[src/rtl/ex_stage_pkg.sv]
// Shared definitions for the execute stage: datapath widths, ALU operation
// codes, memory access size codes and the MUL/DIV sequencer states.
package ex_stage_pkg;

  localparam int DATA_W   = 32;
  localparam int REG_W    = 5;
  localparam int ALU_OP_W = 4;
  localparam int MD_ITERS = 32;
  localparam int CNT_W    = 6;

  typedef enum logic [ALU_OP_W-1:0] {
    ALU_ADD = 4'd0,
    ALU_SUB = 4'd1,
    ALU_AND = 4'd2,
    ALU_OR  = 4'd3,
    ALU_XOR = 4'd4,
    ALU_NOR = 4'd5,
    ALU_SLT = 4'd6,
    ALU_SLL = 4'd7,
    ALU_SRL = 4'd8,
    ALU_SRA = 4'd9,
    ALU_LUI = 4'd10,
    ALU_BEQ = 4'd11,
    ALU_BNE = 4'd12,
    ALU_MUL = 4'd13,
    ALU_DIV = 4'd14
  } alu_op_e;

  // Memory access sizes carried through to the memory stage untouched.
  localparam logic [1:0] MEM_NONE     = 2'd0;
  localparam logic [1:0] MEM_WORD     = 2'd1;
  localparam logic [1:0] MEM_HALFWORD = 2'd2;
  localparam logic [1:0] MEM_BYTE     = 2'd3;

  typedef enum logic [1:0] {
    MD_IDLE = 2'd0,
    MD_BUSY = 2'd1,
    MD_DONE = 2'd2
  } md_state_e;

  function automatic logic is_mul_div(input logic [ALU_OP_W-1:0] op);
    return (op == ALU_MUL) || (op == ALU_DIV);
  endfunction

endpackage

[src/rtl/ex_stage_if.sv]
// ID/EX inputs and EX/MEM outputs of the execute stage as one bundle.
// master = the pipeline side feeding ID/EX and consuming EX/MEM.
interface ex_stage_if;
  import ex_stage_pkg::*;

  logic [DATA_W-1:0]   IDEX_pc_i;
  logic [DATA_W-1:0]   IDEX_a_i;
  logic [DATA_W-1:0]   IDEX_b_i;
  logic [DATA_W-1:0]   IDEX_imm_i;
  logic [REG_W-1:0]    IDEX_rt_i;
  logic [REG_W-1:0]    IDEX_rd_i;
  logic [ALU_OP_W-1:0] IDEX_ctrl_alu_op_i;
  logic                IDEX_ctrl_alu_src_i;
  logic                IDEX_ctrl_reg_dst_i;
  logic                IDEX_ctrl_branch_i;
  logic                IDEX_ctrl_reg_write_i;
  logic                IDEX_ctrl_mem_to_reg_i;
  logic [1:0]          IDEX_ctrl_mem_read_i;
  logic [1:0]          IDEX_ctrl_mem_write_i;

  logic [DATA_W-1:0]   EXMEM_pc_branched_o;
  logic [DATA_W-1:0]   EXMEM_alu_o;
  logic                EXMEM_alu_do_branch_o;
  logic [DATA_W-1:0]   EXMEM_b_o;
  logic [REG_W-1:0]    EXMEM_reg_write_address_o;
  logic                EXMEM_ctrl_branch_o;
  logic                EXMEM_ctrl_reg_write_o;
  logic                EXMEM_ctrl_mem_to_reg_o;
  logic [1:0]          EXMEM_ctrl_mem_read_o;
  logic [1:0]          EXMEM_ctrl_mem_write_o;

  modport master (
    output IDEX_pc_i, IDEX_a_i, IDEX_b_i, IDEX_imm_i, IDEX_rt_i, IDEX_rd_i,
           IDEX_ctrl_alu_op_i, IDEX_ctrl_alu_src_i, IDEX_ctrl_reg_dst_i,
           IDEX_ctrl_branch_i, IDEX_ctrl_reg_write_i, IDEX_ctrl_mem_to_reg_i,
           IDEX_ctrl_mem_read_i, IDEX_ctrl_mem_write_i,
    input  EXMEM_pc_branched_o, EXMEM_alu_o, EXMEM_alu_do_branch_o, EXMEM_b_o,
           EXMEM_reg_write_address_o, EXMEM_ctrl_branch_o, EXMEM_ctrl_reg_write_o,
           EXMEM_ctrl_mem_to_reg_o, EXMEM_ctrl_mem_read_o, EXMEM_ctrl_mem_write_o
  );

  modport slave (
    input  IDEX_pc_i, IDEX_a_i, IDEX_b_i, IDEX_imm_i, IDEX_rt_i, IDEX_rd_i,
           IDEX_ctrl_alu_op_i, IDEX_ctrl_alu_src_i, IDEX_ctrl_reg_dst_i,
           IDEX_ctrl_branch_i, IDEX_ctrl_reg_write_i, IDEX_ctrl_mem_to_reg_i,
           IDEX_ctrl_mem_read_i, IDEX_ctrl_mem_write_i,
    output EXMEM_pc_branched_o, EXMEM_alu_o, EXMEM_alu_do_branch_o, EXMEM_b_o,
           EXMEM_reg_write_address_o, EXMEM_ctrl_branch_o, EXMEM_ctrl_reg_write_o,
           EXMEM_ctrl_mem_to_reg_o, EXMEM_ctrl_mem_read_o, EXMEM_ctrl_mem_write_o
  );

endinterface

[src/rtl/ex_stage_mul_div_unit.sv]
// Sequential unsigned multiply / divide: one bit per cycle over 32 cycles.
// MUL is shift-add (low word of the product), DIV is restoring division
// (quotient). A zero divisor never subtracts-fails, so the quotient comes
// out as all ones with the normal latency.
module mul_div_unit
  import ex_stage_pkg::*;
(
  input  logic              clk_i,
  input  logic              n_rst_i,
  input  logic              start_i,
  input  logic              div_i,
  input  logic [DATA_W-1:0] a_i,
  input  logic [DATA_W-1:0] b_i,
  input  logic              flush_i,
  output logic              busy_o,
  output logic              done_o,
  output logic [DATA_W-1:0] result_o
);

  md_state_e           state_q;
  logic [CNT_W-1:0]    cnt_q;
  logic [2*DATA_W-1:0] acc_q;
  logic [DATA_W-1:0]   opnd_q;
  logic                is_div_q;

  logic [DATA_W:0]     mul_sum;
  logic [2*DATA_W-1:0] mul_next;
  logic [DATA_W:0]     div_rem;
  logic                div_ge;
  logic [DATA_W-1:0]   div_sub;
  logic [2*DATA_W-1:0] div_next;

  // Multiply step: add multiplicand on the upper half when the LSB is set,
  // then shift the whole accumulator right, keeping the carry.
  assign mul_sum  = {1'b0, acc_q[2*DATA_W-1:DATA_W]} + {1'b0, opnd_q};
  assign mul_next = acc_q[0] ? {mul_sum, acc_q[DATA_W-1:1]}
                             : {1'b0, acc_q[2*DATA_W-1:1]};

  // Divide step: shift remainder:dividend left, subtract when it fits and
  // shift a quotient bit into the bottom.
  assign div_rem  = acc_q[2*DATA_W-1:DATA_W-1];
  assign div_ge   = div_rem >= {1'b0, opnd_q};
  assign div_sub  = div_rem[DATA_W-1:0] - opnd_q;
  assign div_next = div_ge ? {div_sub, acc_q[DATA_W-2:0], 1'b1}
                           : {acc_q[2*DATA_W-2:0], 1'b0};

  // Sequencer: IDLE loads, BUSY iterates 32 times, DONE presents the result.
  always_ff @(posedge clk_i or negedge n_rst_i) begin
    if (!n_rst_i) begin
      state_q <= MD_IDLE;
      cnt_q   <= '0;
    end else if (flush_i) begin
      state_q <= MD_IDLE;
      cnt_q   <= '0;
    end else begin
      case (state_q)
        MD_IDLE: begin
          cnt_q <= '0;
          if (start_i) state_q <= MD_BUSY;
        end
        MD_BUSY: begin
          cnt_q <= cnt_q + CNT_W'(1);
          if (cnt_q == CNT_W'(MD_ITERS - 1)) state_q <= MD_DONE;
        end
        default: state_q <= MD_IDLE;
      endcase
    end
  end

  // Operand capture and per-cycle iteration of the accumulator.
  always_ff @(posedge clk_i) begin
    if (state_q == MD_IDLE && start_i && !flush_i) begin
      acc_q    <= {{DATA_W{1'b0}}, a_i};
      opnd_q   <= b_i;
      is_div_q <= div_i;
    end else if (state_q == MD_BUSY) begin
      acc_q <= is_div_q ? div_next : mul_next;
    end
  end

  // Busy covers the loading IDLE cycle too: the result exists only in DONE.
  assign busy_o   = (state_q != MD_DONE);
  assign done_o   = (state_q == MD_DONE);
  assign result_o = acc_q[DATA_W-1:0];

endmodule

[src/rtl/ex_stage.sv]
// Execute stage: operand/destination muxes, ALU, branch target and
// condition, and the EX/MEM pipeline register. MUL/DIV go to the
// sequential unit and hold the upstream pipeline while it works.
module ex_stage
  import ex_stage_pkg::*;
(
  input  logic      clk_i,
  input  logic      n_rst_i,
  input  logic      EX_flush_i,
  output logic      EX_stall_o,
  ex_stage_if.slave bus
);

  function automatic logic signed [DATA_W-1:0] alu_f(
    input logic [ALU_OP_W-1:0]      op,
    input logic signed [DATA_W-1:0] a,
    input logic signed [DATA_W-1:0] b
  );
    logic signed [DATA_W-1:0] r;
    r = '0;
    case (op)
      ALU_ADD:          r = a + b;
      ALU_SUB:          r = a - b;
      ALU_AND:          r = a & b;
      ALU_OR:           r = a | b;
      ALU_XOR:          r = a ^ b;
      ALU_NOR:          r = ~(a | b);
      ALU_SLT:          r = (a < b) ? DATA_W'(1) : '0;
      ALU_SLL:          r = a << b[4:0];
      ALU_SRL:          r = $signed($unsigned(a) >> b[4:0]);
      ALU_SRA:          r = a >>> b[4:0];
      ALU_LUI:          r = b << 16;
      ALU_BEQ, ALU_BNE: r = a - b;
      default:          r = '0;
    endcase
    return r;
  endfunction

  logic [ALU_OP_W-1:0]      op;
  logic signed [DATA_W-1:0] op_a;
  logic signed [DATA_W-1:0] op_b;
  logic signed [DATA_W-1:0] alu_res;
  logic [DATA_W-1:0]        pc_br;
  logic                     do_br;
  logic [REG_W-1:0]         wa;
  logic                     is_md;
  logic                     md_busy;
  logic                     md_done;
  logic [DATA_W-1:0]        md_res;
  logic [DATA_W-1:0]        result;
  logic                     bubble;

  assign op      = bus.IDEX_ctrl_alu_op_i;
  assign op_a    = $signed(bus.IDEX_a_i);
  assign op_b    = bus.IDEX_ctrl_alu_src_i ? $signed(bus.IDEX_imm_i) : $signed(bus.IDEX_b_i);
  assign alu_res = alu_f(op, op_a, op_b);
  assign pc_br   = bus.IDEX_pc_i + {bus.IDEX_imm_i[DATA_W-3:0], 2'b00};
  assign do_br   = ((op == ALU_BEQ) && (op_a == op_b)) ||
                   ((op == ALU_BNE) && (op_a != op_b));
  assign wa      = bus.IDEX_ctrl_reg_dst_i ? bus.IDEX_rd_i : bus.IDEX_rt_i;
  assign is_md   = is_mul_div(op);

  mul_div_unit u_mul_div (
    .clk_i    (clk_i),
    .n_rst_i  (n_rst_i),
    .start_i  (is_md),
    .div_i    (op == ALU_DIV),
    .a_i      ($unsigned(op_a)),
    .b_i      ($unsigned(op_b)),
    .flush_i  (EX_flush_i),
    .busy_o   (md_busy),
    .done_o   (md_done),
    .result_o (md_res)
  );

  // DONE only follows BUSY with the same MUL/DIV held, so it selects the unit.
  assign result     = md_done ? md_res : $unsigned(alu_res);
  assign EX_stall_o = is_md & md_busy & ~EX_flush_i;
  assign bubble     = EX_stall_o | EX_flush_i;

  // ---- EX/MEM boundary ----
  logic [DATA_W-1:0] alu_p1;
  logic [DATA_W-1:0] pc_br_p1;
  logic              do_br_p1;
  logic [DATA_W-1:0] b_p1;
  logic [REG_W-1:0]  wa_p1;
  logic              branch_p1;
  logic              reg_write_p1;
  logic              mem_to_reg_p1;
  logic [1:0]        mem_read_p1;
  logic [1:0]        mem_write_p1;
  logic              vld_p1;

  // EX/MEM register; a stall or flush leaves vld_p1 low, which zeroes ctrl.
  always_ff @(posedge clk_i or negedge n_rst_i) begin
    if (!n_rst_i) begin
      vld_p1        <= 1'b0;
      alu_p1        <= '0;
      pc_br_p1      <= '0;
      do_br_p1      <= 1'b0;
      b_p1          <= '0;
      wa_p1         <= '0;
      branch_p1     <= 1'b0;
      reg_write_p1  <= 1'b0;
      mem_to_reg_p1 <= 1'b0;
      mem_read_p1   <= '0;
      mem_write_p1  <= '0;
    end else begin
      vld_p1        <= ~bubble;
      alu_p1        <= result;
      pc_br_p1      <= pc_br;
      do_br_p1      <= do_br;
      b_p1          <= bus.IDEX_b_i;
      wa_p1         <= wa;
      branch_p1     <= bus.IDEX_ctrl_branch_i;
      reg_write_p1  <= bus.IDEX_ctrl_reg_write_i;
      mem_to_reg_p1 <= bus.IDEX_ctrl_mem_to_reg_i;
      mem_read_p1   <= bus.IDEX_ctrl_mem_read_i;
      mem_write_p1  <= bus.IDEX_ctrl_mem_write_i;
    end
  end

  assign bus.EXMEM_alu_o               = alu_p1;
  assign bus.EXMEM_pc_branched_o       = pc_br_p1;
  assign bus.EXMEM_alu_do_branch_o     = do_br_p1 & vld_p1;
  assign bus.EXMEM_b_o                 = b_p1;
  assign bus.EXMEM_reg_write_address_o = wa_p1;
  assign bus.EXMEM_ctrl_branch_o       = branch_p1 & vld_p1;
  assign bus.EXMEM_ctrl_reg_write_o    = reg_write_p1 & vld_p1;
  assign bus.EXMEM_ctrl_mem_to_reg_o   = mem_to_reg_p1 & vld_p1;
  assign bus.EXMEM_ctrl_mem_read_o     = mem_read_p1 & {2{vld_p1}};
  assign bus.EXMEM_ctrl_mem_write_o    = mem_write_p1 & {2{vld_p1}};

endmodule
[src/flat_wrapper.sv]
// flat-port wrapper written by rule: the top's interface ports become plain ports
module ex_stage_flat import ex_stage_pkg::*;
  (clk_i, n_rst_i, EX_flush_i, EX_stall_o, bus_IDEX_pc_i, bus_IDEX_a_i, bus_IDEX_b_i, bus_IDEX_imm_i, bus_IDEX_rt_i, bus_IDEX_rd_i, bus_IDEX_ctrl_alu_op_i, bus_IDEX_ctrl_alu_src_i, bus_IDEX_ctrl_reg_dst_i, bus_IDEX_ctrl_branch_i, bus_IDEX_ctrl_reg_write_i, bus_IDEX_ctrl_mem_to_reg_i, bus_IDEX_ctrl_mem_read_i, bus_IDEX_ctrl_mem_write_i, bus_EXMEM_pc_branched_o, bus_EXMEM_alu_o, bus_EXMEM_alu_do_branch_o, bus_EXMEM_b_o, bus_EXMEM_reg_write_address_o, bus_EXMEM_ctrl_branch_o, bus_EXMEM_ctrl_reg_write_o, bus_EXMEM_ctrl_mem_to_reg_o, bus_EXMEM_ctrl_mem_read_o, bus_EXMEM_ctrl_mem_write_o);
  ex_stage_if bus_i ();
  input  logic clk_i;
  input  logic n_rst_i;
  input  logic EX_flush_i;
  output logic EX_stall_o;
  input wire logic [$bits(bus_i.IDEX_pc_i)-1:0] bus_IDEX_pc_i;
  input wire logic [$bits(bus_i.IDEX_a_i)-1:0] bus_IDEX_a_i;
  input wire logic [$bits(bus_i.IDEX_b_i)-1:0] bus_IDEX_b_i;
  input wire logic [$bits(bus_i.IDEX_imm_i)-1:0] bus_IDEX_imm_i;
  input wire logic [$bits(bus_i.IDEX_rt_i)-1:0] bus_IDEX_rt_i;
  input wire logic [$bits(bus_i.IDEX_rd_i)-1:0] bus_IDEX_rd_i;
  input wire logic [$bits(bus_i.IDEX_ctrl_alu_op_i)-1:0] bus_IDEX_ctrl_alu_op_i;
  input wire logic [$bits(bus_i.IDEX_ctrl_alu_src_i)-1:0] bus_IDEX_ctrl_alu_src_i;
  input wire logic [$bits(bus_i.IDEX_ctrl_reg_dst_i)-1:0] bus_IDEX_ctrl_reg_dst_i;
  input wire logic [$bits(bus_i.IDEX_ctrl_branch_i)-1:0] bus_IDEX_ctrl_branch_i;
  input wire logic [$bits(bus_i.IDEX_ctrl_reg_write_i)-1:0] bus_IDEX_ctrl_reg_write_i;
  input wire logic [$bits(bus_i.IDEX_ctrl_mem_to_reg_i)-1:0] bus_IDEX_ctrl_mem_to_reg_i;
  input wire logic [$bits(bus_i.IDEX_ctrl_mem_read_i)-1:0] bus_IDEX_ctrl_mem_read_i;
  input wire logic [$bits(bus_i.IDEX_ctrl_mem_write_i)-1:0] bus_IDEX_ctrl_mem_write_i;
  output wire logic [$bits(bus_i.EXMEM_pc_branched_o)-1:0] bus_EXMEM_pc_branched_o;
  output wire logic [$bits(bus_i.EXMEM_alu_o)-1:0] bus_EXMEM_alu_o;
  output wire logic [$bits(bus_i.EXMEM_alu_do_branch_o)-1:0] bus_EXMEM_alu_do_branch_o;
  output wire logic [$bits(bus_i.EXMEM_b_o)-1:0] bus_EXMEM_b_o;
  output wire logic [$bits(bus_i.EXMEM_reg_write_address_o)-1:0] bus_EXMEM_reg_write_address_o;
  output wire logic [$bits(bus_i.EXMEM_ctrl_branch_o)-1:0] bus_EXMEM_ctrl_branch_o;
  output wire logic [$bits(bus_i.EXMEM_ctrl_reg_write_o)-1:0] bus_EXMEM_ctrl_reg_write_o;
  output wire logic [$bits(bus_i.EXMEM_ctrl_mem_to_reg_o)-1:0] bus_EXMEM_ctrl_mem_to_reg_o;
  output wire logic [$bits(bus_i.EXMEM_ctrl_mem_read_o)-1:0] bus_EXMEM_ctrl_mem_read_o;
  output wire logic [$bits(bus_i.EXMEM_ctrl_mem_write_o)-1:0] bus_EXMEM_ctrl_mem_write_o;
  assign bus_i.IDEX_pc_i = bus_IDEX_pc_i;
  assign bus_i.IDEX_a_i = bus_IDEX_a_i;
  assign bus_i.IDEX_b_i = bus_IDEX_b_i;
  assign bus_i.IDEX_imm_i = bus_IDEX_imm_i;
  assign bus_i.IDEX_rt_i = bus_IDEX_rt_i;
  assign bus_i.IDEX_rd_i = bus_IDEX_rd_i;
  assign bus_i.IDEX_ctrl_alu_op_i = bus_IDEX_ctrl_alu_op_i;
  assign bus_i.IDEX_ctrl_alu_src_i = bus_IDEX_ctrl_alu_src_i;
  assign bus_i.IDEX_ctrl_reg_dst_i = bus_IDEX_ctrl_reg_dst_i;
  assign bus_i.IDEX_ctrl_branch_i = bus_IDEX_ctrl_branch_i;
  assign bus_i.IDEX_ctrl_reg_write_i = bus_IDEX_ctrl_reg_write_i;
  assign bus_i.IDEX_ctrl_mem_to_reg_i = bus_IDEX_ctrl_mem_to_reg_i;
  assign bus_i.IDEX_ctrl_mem_read_i = bus_IDEX_ctrl_mem_read_i;
  assign bus_i.IDEX_ctrl_mem_write_i = bus_IDEX_ctrl_mem_write_i;
  assign bus_EXMEM_pc_branched_o = bus_i.EXMEM_pc_branched_o;
  assign bus_EXMEM_alu_o = bus_i.EXMEM_alu_o;
  assign bus_EXMEM_alu_do_branch_o = bus_i.EXMEM_alu_do_branch_o;
  assign bus_EXMEM_b_o = bus_i.EXMEM_b_o;
  assign bus_EXMEM_reg_write_address_o = bus_i.EXMEM_reg_write_address_o;
  assign bus_EXMEM_ctrl_branch_o = bus_i.EXMEM_ctrl_branch_o;
  assign bus_EXMEM_ctrl_reg_write_o = bus_i.EXMEM_ctrl_reg_write_o;
  assign bus_EXMEM_ctrl_mem_to_reg_o = bus_i.EXMEM_ctrl_mem_to_reg_o;
  assign bus_EXMEM_ctrl_mem_read_o = bus_i.EXMEM_ctrl_mem_read_o;
  assign bus_EXMEM_ctrl_mem_write_o = bus_i.EXMEM_ctrl_mem_write_o;
  ex_stage u_core (.clk_i(clk_i), .n_rst_i(n_rst_i), .EX_flush_i(EX_flush_i), .EX_stall_o(EX_stall_o), .bus(bus_i));
endmodule
[config.mk]
export PLATFORM = sky130hd
export DESIGN_NAME = ex_stage_flat
export DESIGN_NICKNAME = d
export VERILOG_FILES = /design/src/rtl/ex_stage_pkg.sv /design/src/rtl/ex_stage_if.sv /design/src/rtl/ex_stage_mul_div_unit.sv /design/src/rtl/ex_stage.sv /design/src/flat_wrapper.sv
export SDC_FILE = /design/constraint.sdc
export NUM_CORES = 1
export LEC_CHECK = 0
export CORE_ASPECT_RATIO = 0.8
export CORE_MARGIN = 2
export CORE_UTILIZATION = 35
export CTS_BUF_LIST = sky130_fd_sc_hd__clkbuf_4
export CTS_CLUSTER_SIZE = 20
export DETAILED_ROUTE_END_ITERATION = 8
export PLACE_DENSITY_LB_ADDON = 0.05
export SLEW_MARGIN = 20
export SYNTH_ARGS = -nofsm -noshare
export SYNTH_HDL_FRONTEND = slang
export SYNTH_SLANG_ARGS = --single-unit
[constraint.sdc]
create_clock -name clk_i -period 3.44 [get_ports clk_i]
set_input_delay 0.688 -clock clk_i [delete_from_list [all_inputs] [get_ports clk_i]]
set_output_delay 0.688 -clock clk_i [all_outputs]
set_load 0.005 [all_outputs]
# Word-level counts from Yosys, hierarchy flattened
# Cells that the tools add are included.
[totals]
register_bits = 215
word_cells = 94
[classes]
addsub = 6
order_cmp = 2
eq_ne = 22
shift = 3
n_mux = 16
bitwise_logic = 15
reduce_logical = 13
[ops]
columns = ["op", "n"]
rows = [
  ["32-bit case mux with 11 select lines", 1],
  ["64-bit 2-to-1 mux", 3],
  ["32-bit 2-to-1 mux", 4],
  ["32-bit adder", 2],
  ["32-bit subtractor", 2],
  ["32-bit by 32-bit adder with 33-bit output", 1],
  ["33-bit by 32-bit greater-or-equal comparator with 1-bit output", 1],
  ["32-bit bitwise AND", 1],
  ["32-bit equality test", 1],
  ["32-bit < comparator", 1],
  ["32-bit != test", 1],
  ["32-bit NOT", 1],
  ["32-bit bitwise OR", 1],
  ["32-bit by 5-bit left shift with 32-bit output", 1],
  ["32-bit by 5-bit >> shifter with 32-bit output", 1],
  ["32-bit by 5-bit >>> shifter with 32-bit output", 1],
  ["32-bit bitwise XOR", 1],
  ["4-bit equality test (second input constant)", 7],
  ["4-bit by 3-bit equality test with 1-bit output (second input constant)", 4],
  ["6-bit case mux with 2 select lines", 1],
  ["4-bit by 2-bit equality test with 1-bit output (second input constant)", 2],
  ["6-bit by 1-bit adder with 6-bit output (second input constant)", 1],
  ["1-bit bitwise AND", 6],
  ["6-bit by 5-bit equality test with 1-bit output (second input constant)", 1],
  ["other kinds (23)", 31],
]

# Logic depth before layout (Yosys ltp)
# Gate-level depths: netlist (run 1).
[depth]
ltp_word = 6
depth_mapped = 18
mapped_depth_nobuf = 14

# Modules after synthesis
# From an unflattened synthesis (run 1), not the netlist that was laid out.
[unflattened]
cells_unflattened = 2836
area_unflattened_um2 = 23361.2
[modules_own_cells]
columns = ["module", "instances", "cells_each", "area_each_um2", "seq_area_each_um2"]
rows = [
  ["ex_stage", 1, 1833, 14606.5, 2752.6],
  ["mul_div_unit", 1, 1003, 8754.6, 2792.7],
]

# Worst setup path before layout (run 1)
# Ideal clock, no wire load.
[synth_path]
path_kind = "input-to-reg"
start = "input bus_IDEX_ctrl_alu_src_i"
end = "register u_core.alu_p1[28] (netlist: u_core.bus.EXMEM_alu_o[28])"
setup_time_ns = 0.127
arrival_ns = 4.611
setup_slack_ns = -1.298
cell_stages = 17
n_path_buf = 5
cell_sequence = "buf_2 > mux2i_1 > buf_2 > buf_1 > buf_2 > ha_1 > clkbuf_1 > inv_1 > o221ai_1 > a2111o_1 > nand2_1 > a21oi_1 > or3b_1 > a31o_1 > o31a_1 > a221oi_1 > o21ai_1"
[synth_via]
elab_chain_len = 5
word_cells_on_any_way = 12
classes_between = "add/sub: 2; shift: 3; mux: 3; bitwise: 4"
[synth_lines]
columns = ["element", "line_no", "text"]
rows = [
  ["start: declaration", "flat_wrapper.sv:16", "input wire logic [$bits(bus_i.IDEX_ctrl_alu_src_i)-1:0] bus_IDEX_ctrl_alu_src_i;"],
  ["32-bit 2-to-1 mux (*)", "ex_stage.sv:55", "assign op_b = bus.IDEX_ctrl_alu_src_i ? $signed(bus.IDEX_imm_i) : $signed(bus.IDEX_b_i);"],
  ["parallel branches: the longest is 2 deep, another holds 32-bit subtractor", "-", ""],
  ["32-bit case mux with 11 select lines (*)", "ex_stage.sv:21", "case (op)"],
  ["32-bit 2-to-1 mux (*)", "ex_stage.sv:77", "assign result = md_done ? md_res : $unsigned(alu_res);"],
  ["named net u_core.result[28]", "ex_stage.sv:50", "logic [DATA_W-1:0] result;"],
  ["end signal: assignment", "ex_stage.sv:110", "alu_p1 <= result;"],
  ["end: declaration", "ex_stage.sv:82", "logic [DATA_W-1:0] alu_p1;"],
]
# Mark *: on every way through the listed nets, which the timed path passes.
# A chain may end at the register's enable or synchronous reset.

# Final worst setup path (run 1)
[layout_path]
start = "input bus_IDEX_ctrl_alu_src_i"
end = "register u_core.alu_p1[21] (netlist: u_core.bus.EXMEM_alu_o[21])"
[layout_via]
word_cells_on_any_way = 12
classes_between = "add/sub: 2; shift: 3; mux: 3; bitwise: 4"
[layout_lines]
columns = ["element", "line_no", "text"]
rows = [
  ["32-bit 2-to-1 mux (*)", "ex_stage.sv:55", ""],
  ["named net u_core.op_b[14]", "ex_stage.sv:41", "logic signed [DATA_W-1:0] op_b;"],
  ["32-bit subtractor / 32-bit adder (equally long branches)", "ex_stage.sv:23, ex_stage.sv:33, ex_stage.sv:22", ""],
  ["32-bit case mux with 11 select lines (*)", "ex_stage.sv:21", ""],
  ["32-bit 2-to-1 mux (*)", "ex_stage.sv:77", ""],
  ["named net u_core.result[21]", "ex_stage.sv:50", ""],
]
# Mark *: on every way through the listed nets, which the timed path passes. The rest lies on a longest branch.

==> results of run 1 <==
## routing by layer
layer | up-vias | GRT usage, % | share of wire, %
met5 | - | 0 | 0.028
met1 | 13055 | 53.1 | 45
met3 | 213 | 12.3 | 13
met4 | 4 | 10.5 | 3.0
li1 | 12140 | - | -
met2 | 1563 | 47.4 | 39
## layout by cell type (no fill, tap or decap), types with 27 or more instances in the layout
cell | netlist | routed
buf_4 | 3 | 722
clkdlybuf4s50_1 | 0 | 255
nand2_1 | 250 | 249
a21oi_1 | 250 | 239
nor2_1 | 206 | 203
ha_1 | 203 | 185
o21ai_0 | 197 | 181
mux2i_1 | 175 | 166
inv_1 | 157 | 150
dfrtp_1 | 118 | 118
clkbuf_4 | 0 | 96
edfxtp_1 | 65 | 65
a21o_1 | 63 | 63
xnor2_1 | 57 | 57
nand3_1 | 54 | 53
nor3_1 | 54 | 49
a221oi_1 | 52 | 42
o211ai_1 | 35 | 35
o21ai_1 | 21 | 33
xor2_1 | 32 | 32
dfxtp_1 | 32 | 32
a31oi_1 | 31 | 29
nor2b_1 | 31 | 27
## per-stage QoR
step / hold slack, ns / setup WS, ns
6_report: 0.0988 / -0.0127
5_1_grt: 0.0689 / -0.0206
4_1_cts: 0.0877 / -0.0250
3_5_place_dp: 0.533 / -1.61
3_3_place_gp: 0.515 / -1.90
2_1_floorplan: 0.392 / -0.809
## repair_timing
item / CTS / global route
endpoints found under the setup margin: 19 / 45
buffers inserted: 5 / 13
gates resized for setup: 33 / 99
endpoints found under the hold margin: 45 / 0
gates cloned: 1 / 1
hold buffers: 1 / 0
pin swaps: 12 / 37
## critical path: stages
cell       delay [ns]
buf_8            0.09
buf_12           0.17
buf_12           0.17
mux2i_4          0.35
buf_4            0.18
inv_1            0.08
ha_1             0.22
a21oi_2          0.15
o21bai_1         0.09
a21oi_2          0.22
nor4_1           0.15
a2111oi_2        0.29
o21ai_0          0.20
a2111oi_2        0.28
o311ai_2         0.25
a211oi_2         0.43
o21ai_1          0.10
## cell type report
class	count	share of cell area, %
multi-input cells	2207	49.5
diodes	5	0.0379
repair buffers	1015	26.1
clock inverters	17	0.307
clock buffers	96	2.19
well taps	840	3.19
flip-flops and latches	215	16.8
inverters	160	1.84
## final timing paths
path / startpoint / end / slack [ns] / depth (start not counted)
max reg2reg: u_core.u_mul_div.opnd_q[0] / u_core.u_mul_div.acc_q[54] / 0.11 / 13
min reg2reg: u_core.u_mul_div.acc_q[37] / u_core.u_mul_div.acc_q[37] / 0.54 / 2
max: bus_IDEX_ctrl_alu_src_i / u_core.bus.EXMEM_alu_o[21] / -0.01 / 17
max in group asynchronous: n_rst_i / u_core.bus.EXMEM_reg_write_address_o[2] / 2.10 / 3
min: bus_IDEX_b_i[0] / u_core.bus.EXMEM_b_o[0] / 0.1 / 2
min in group asynchronous: n_rst_i / u_core.do_br_p1 / 0.45 / 2
## power groups by stage
stage	clock network (mW)	logic [mW]	registers, mW
final	2.67	8.98	3.42
after global routing	2.88	9.59	3.45
after CTS	2.77	8.49	3.40
after detailed placement	0	8.37	3.44
after global placement	0	8.33	3.44
after floorplan	0	4.69	3.33
## flip-flops by register name (all words and copies together) (netlist names)
register and count:
u_core.branch_p1 1, u_core.bus.EXMEM_alu_o 32, u_core.bus.EXMEM_b_o 32, u_core.bus.EXMEM_pc_branched_o 32
u_core.bus.EXMEM_reg_write_address_o 5, u_core.do_br_p1 1, u_core.mem_read_p1 2, u_core.mem_to_reg_p1 1
u_core.mem_write_p1 2, u_core.reg_write_p1 1, u_core.u_mul_div.acc_q 64, u_core.u_mul_div.cnt_q 6
u_core.u_mul_div.is_div_q 1, u_core.u_mul_div.opnd_q 32, u_core.u_mul_div.state_q 2, u_core.vld_p1 1
## cell families (layout without fill, tap and decap cells)
kind of cell             Yosys count  after routing  share of synthesized area [%]
flip-flops                       215            215                           24.7
XOR/XNOR                          89             89                           3.47
multiplexers                     217            217                           10.9
buffers and inverters            333           1288                           5.88
other                              0              5                              0
AO/OA/AOI/OAI                    955            955                           28.0
AND/OR/NAND/NOR                  738            738                           15.2
adder cells (fa/ha/maj)          208            208                           11.8
==> out/results.txt, run 1 <==
CTS Buf Count - 66
post-synthesis cell area - 0.0224 sq mm
Commonest cells post-synth - 250 x a21oi_1, 250 x nand2_1, 206 x nor2_1, 203 x ha_1, 197 x o21ai_0
EDFF count, synth - 65
Pint - 8.48 mW
Initial DRC Count - 3017
Unique masters post-synth - 94
critical path required time - 4.11 ns
Startpoint Class - primary input
Nets - 4027
drt drc - 0
post-route setup slack - -0.0127 ns
register area - 0.00555 sq mm
Peak Freq - 290 MHz
Comb power frac - 59.6%
register area share after synthesis - 24.7%
Cell Area, Placed - 0.0314 sq mm
share of the synthesized area in the top cell type - 13.2%
final core utilization - 52.3%
Max transition margin - 20.7%
Core Area - 0.0630 sq mm
Worst Path Arrival - 4.13 ns
initial core utilization - 35.6%
Synth area leader - dfrtp_1
async set-reset flop share out of synthesis - 54.9%
ys flop type - dfrtp_1
Pwr Density - 457 mW/mm^2
share of cells above drive strength 1 - 28.2%
count of buffers from port buffering - 263
first drt pass iteration count - 7
worst vdd ir - 0.242 mV
Final Critical Period - 3.45 ns
Max FO, Critical Path - 11
GRT Total Usage - 35.7%
Finished Layout Cells - 4555
detailed-route wire length per cell - 26.7 um
Mapped Cells - 2755
Switch Pwr - 6.59 mW
final total power - 15.1 mW
Post-Syn Area per Cell - 8.14 sq um
Placer Congestion - 1.03
Root Driver - clkbuf_4
Ys Warns - 0
Area Overhead vs Synth - 47.0%
setup TNS - -0.0180 ns
die height - 230 um
Clk pwr share - 17.7%
Die ar. - 0.0661 sq mm
Top Ports - 264
Max Clock Skew - 0.0627 ns
clock sink count - 215
largest net degree at the start of global routing - 64
Rows - 82
clock-pin slew on the worst setup and hold paths - 0.08 ns
CTS H-tree depth - 3
top post-synthesis cells by area - dfrtp_1 13%, ha_1 11%, edfxtp_1 8.7%
RSZ-0062 raised after global routing - true
fin area - 0.0330 sq mm
static leakage - 14.9 nW
vias in the first global route - 25862
failing checks - negative setup slack
worst hold path type - in2reg
antenna violations before repair - 6
CTS tree - yes
sequential share of power - 22.7%
Slew @ Worst Pin - 1.18 ns
first-pass GRT wire length - 175000 um
Detailed Place HPWL - 97700 um
fin crit share - 100%
Routed WL - 121000 um
Filler Cells Inserted - 6057
Setup CP Type - in2reg
Die X - 287 um
placed cell count - 4416
switching part of the total - 43.7%
insertion delay to the later sink of the worst-skew pair - 0.84 ns
max-slew violation count - 0
Via Count - 26975
Max Cap Violations - 0
Final setup violation count - 2
Hold Vio Cnt, Final - 0
status - finished with violations
Antenna Nets Post-Route - 0
DR vias/cell - 5.92
clock buffer depth - 3
GRT overflow - 0
area occupied by multi-input gates - 0.0163 sq mm
number of synthesized register bits - 215
Crit. End Element - register
syn_nets - 3117
No activity file was read; power rests on OpenSTA's default activity.
==> run 2: changes to the inputs <==
Settings changed: SYNTH_HIERARCHICAL set to 1.
==> out/results.txt, run 2 <==
antenna violations before repair - 11 (+5)
Rows - 84 (+2.4%)
insertion delay to the later sink of the worst-skew pair - 0.87 ns (+0.03 ns)
Via Count - 27623 (+2.4%)
detailed-route wire length per cell - 26.9 um (+0.85%)
largest net degree at the start of global routing - 77 (+20%)
final total power - 15.8 mW (+5.1%)
count leader, synth - nand2_1
Ys Warns - 6 (+6)
Antenna Nets Post-Route - 0 (unchanged)
Clk pwr share - 17.3% (-0.4 points)
Peak Freq - 278 MHz (-4.1%)
Max Cap Violations - 0 (unchanged)
worst hold path type - in2reg
Hold Vio Cnt, Final - 0 (unchanged)
most common cell after layout, fill and taps aside - buf_4
met3 wire len - 12500 um (-21%)
Die ar. - 0.0688 sq mm (+4.1%)
EDFF count, synth - 65 (unchanged)
Final setup violation count - 26 (+24)
RSZ-0062 raised after global routing - true
Commonest cells post-synth - 239 x nand2_1, 229 x a21oi_1, 211 x nor2_1, 207 x ha_1, 201 x o21ai_0
Crit. End Element - register
Max transition margin - 38.7% (+18 points)
M1 WL - 56700 um (+2.8%)
Mapped Cells - 2836 (+2.9%)
static leakage - 15.4 nW (+3.2%)
vias in the first global route - 26451 (+2.3%)
final core utilization - 51.9% (-0.40 points)
share of cells above drive strength 1 - 29.2% (+1.0 points)
Synth area leader - dfrtp_1
CTS Buf Count - 67 (+1.5%)
Pwr Density - 463 mW/mm^2 (+1.2%)
clock-pin slew on the worst setup and hold paths - 0.07 ns (about the same)
max-slew violation count - 0 (unchanged)
Routed WL - 126000 um (+4.0%)
Max FO, Critical Path - 9 (-2)
drt drc - 0 (unchanged)
sequential share of power - 21.7% (-1.0 points)
ys flop type - dfrtp_1
first drt pass iteration count - 8 (+1)
status - finished with violations
fin crit share - 105% (+4.2 points)
Unique masters post-synth - 93 (-1.1%)
top post-synthesis cells by area - dfrtp_1 13%, ha_1 11%, edfxtp_1 8.4%
Highest Signal Layer - met5
DR vias/cell - 5.88 (-0.69%)
commonest non-fill, non-tap cells in the layout - 766 x buf_4, 260 x clkdlybuf4s50_1, 236 x nand2_1
Final Critical Period - 3.60 ns (+0.146 ns)
Post-Syn Area per Cell - 8.24 sq um (+1.2%)
Max Clock Skew - 0.0861 ns (+0.0233 ns)
Placer Congestion - 1.05 (+1.5%)
clock sink count - 215 (unchanged)
Core Area - 0.0659 sq mm (+4.6%)
Slew @ Worst Pin - 0.917 ns (-0.267 ns)
async set-reset flop share out of synthesis - 54.9% (unchanged)
count of buffers from port buffering - 263 (unchanged)
CTS H-tree depth - 3 (unchanged)
Die X - 293 um (+2.0%)
GRT Total Usage - 35.5% (-0.14 points)
Root Driver - clkbuf_4
post-synthesis cell area - 0.0234 sq mm (+4.1%)
Largest register FFs - 64 (unchanged)
die height - 235 um (+2.0%)
Nets - 4148 (+3.0%)
GRT overflow - 0 (unchanged)
post-route setup slack - -0.159 ns (-0.146 ns)
number of synthesized register bits - 215 (unchanged)
critical path required time - 4.16 ns (+0.05 ns)
Worst Path Arrival - 4.32 ns (+0.19 ns)
CTS tree - yes
Switch Pwr - 6.84 mW (+3.8%)
register area share after synthesis - 23.7% (-0.98 points)
worst vdd ir - 0.374 mV (+54%)
Initial DRC Count - 2882 (-4.5%)
met2 wire length - 51700 um (+10%)
register bank with the most flops - u_core/u_mul_div/acc_q
Startpoint Class - register
switching part of the total - 43.2% (-0.55 points)
share of the synthesized area in the top cell type - 12.6% (-0.52 points)
Setup CP Type - reg2reg
first-pass GRT wire length - 181000 um (+3.8%)
syn_nets - 3202 (+2.7%)
Comb power frac - 61.0% (+1.4 points)
Detailed Place HPWL - 103000 um (+5.0%)
Area Overhead vs Synth - 46.5%
failing checks - negative setup slack
Pint - 9.00 mW (+6.1%)
clock buffer depth - 3 (unchanged)
Top Ports - 264 (unchanged)
initial core utilization - 35.5% (-0.16 points)
## run 2: cell types whose count changed after synthesis, sizes merged, moves of 14 or more
cell | before | now
o21a | 17 | 33
buf | 52 | 80
a21oi | 251 | 229
a21o | 63 | 49
o21ai | 218 | 204
a211oi | 31 | 50
a221oi | 52 | 31
## run 2: per-layer routing
layer  GRT usage (%)  up-vias
met4            14.9        8
li1                -    12495
met3            8.82      252
met1            50.8    13412
met5               0        -
met2            50.4     1456
## run 2: layout make-up
cell class	instances	area (sq um)
fillers	6273	31700
multi-input cells	2252	16900
repair buffers	1073	9180
flip-flops and latches	215	5550
well taps	860	1080
clock buffers	98	736
inverters	173	657
clock inverters	20	118
diodes	6	15.0
## run 2: worst max-delay path, stage by stage (launching register included)
cell and delay (ns):
edfxtp_1 0.54, inv_2 0.09, ha_4 0.28, nand3_2 0.07, or3_4 0.44, or4_4 0.52, a22oi_2 0.21, o21ai_4 0.10
o31ai_4 0.18, buf_6 0.15, buf_12 0.14, buf_6 0.14, mux2_2 0.33, nor2_1 0.10, o21ai_0 0.14
## run 2: path summary, 6_finish.rpt
check,from,to,slack [ns],cells after the start
worst max-delay path,u_core/u_mul_div/opnd_q[6],u_core/u_mul_div/acc_q[53],-0.16,14
worst min-delay path,bus_IDEX_pc_i[0],u_core/bus.EXMEM_pc_branched_o[0],0.28,1
worst max register to register,u_core/u_mul_div/opnd_q[6],u_core/u_mul_div/acc_q[53],-0.16,14
worst min register to register,u_core/u_mul_div/acc_q[51],u_core/u_mul_div/acc_q[51],0.54,2
max in group asynchronous,n_rst_i,u_core/mem_read_p1[0],2.33,3
min in group asynchronous,n_rst_i,u_core/bus.EXMEM_b_o[2],0.33,2
## run 2: per-stage QoR
step / hold slack (ns) / cell area (sq um) / std cells / setup slack, ns / setup TNS, ns
3_5_place_dp: 0.526 / 32900 / 4562 / -1.06 / -28.76
3_3_place_gp: 0.520 / 32900 / 4562 / -0.959 / -26.60
2_1_floorplan: 0.392 / 23800 / 2836 / -0.384 / -4.61
5_1_grt: 0.206 / 34200 / 4693 / -0.183 / -1.58
6_report: 0.278 / 34200 / 4697 / -0.159 / -1.59
4_1_cts: 0.190 / 33900 / 4687 / -0.0502 / -0.437
## run 2: kinds of logic (layout without fill, tap and decap cells)
group / Yosys count / in the layout / share of synthesized area, %
simple gates: 761 / 761 / 15.3
xor+xnor: 85 / 85 / 3.19
buf+inv: 369 / 1364 / 6.71
fa+ha+maj: 212 / 212 / 11.5
other cells: 0 / 6 / 0
mux: 242 / 242 / 12.3
flops: 215 / 215 / 23.7
compound gates: 952 / 952 / 27.3
## run 2: power groups by stage
stage / Clock, mW / Combinational, mW / Sequential [mW]
floorplan: 0 / 5.04 / 3.35
global placement: 0 / 8.86 / 3.46
detailed placement: 0 / 8.95 / 3.46
CTS: 2.84 / 9.27 / 3.42
global route: 2.98 / 10.3 / 3.48
finish: 2.75 / 9.65 / 3.44
## run 2: timing repair
item / in CTS / in global routing
setup buffers: 5 / 5
gates resized for setup: 31 / 54
cloned: 1 / 0
endpoints found under the hold margin: 32 / 0
hold buffers: 1 / 0
endpoints found under the setup margin: 30 / 52
pin swaps: 9 / 25
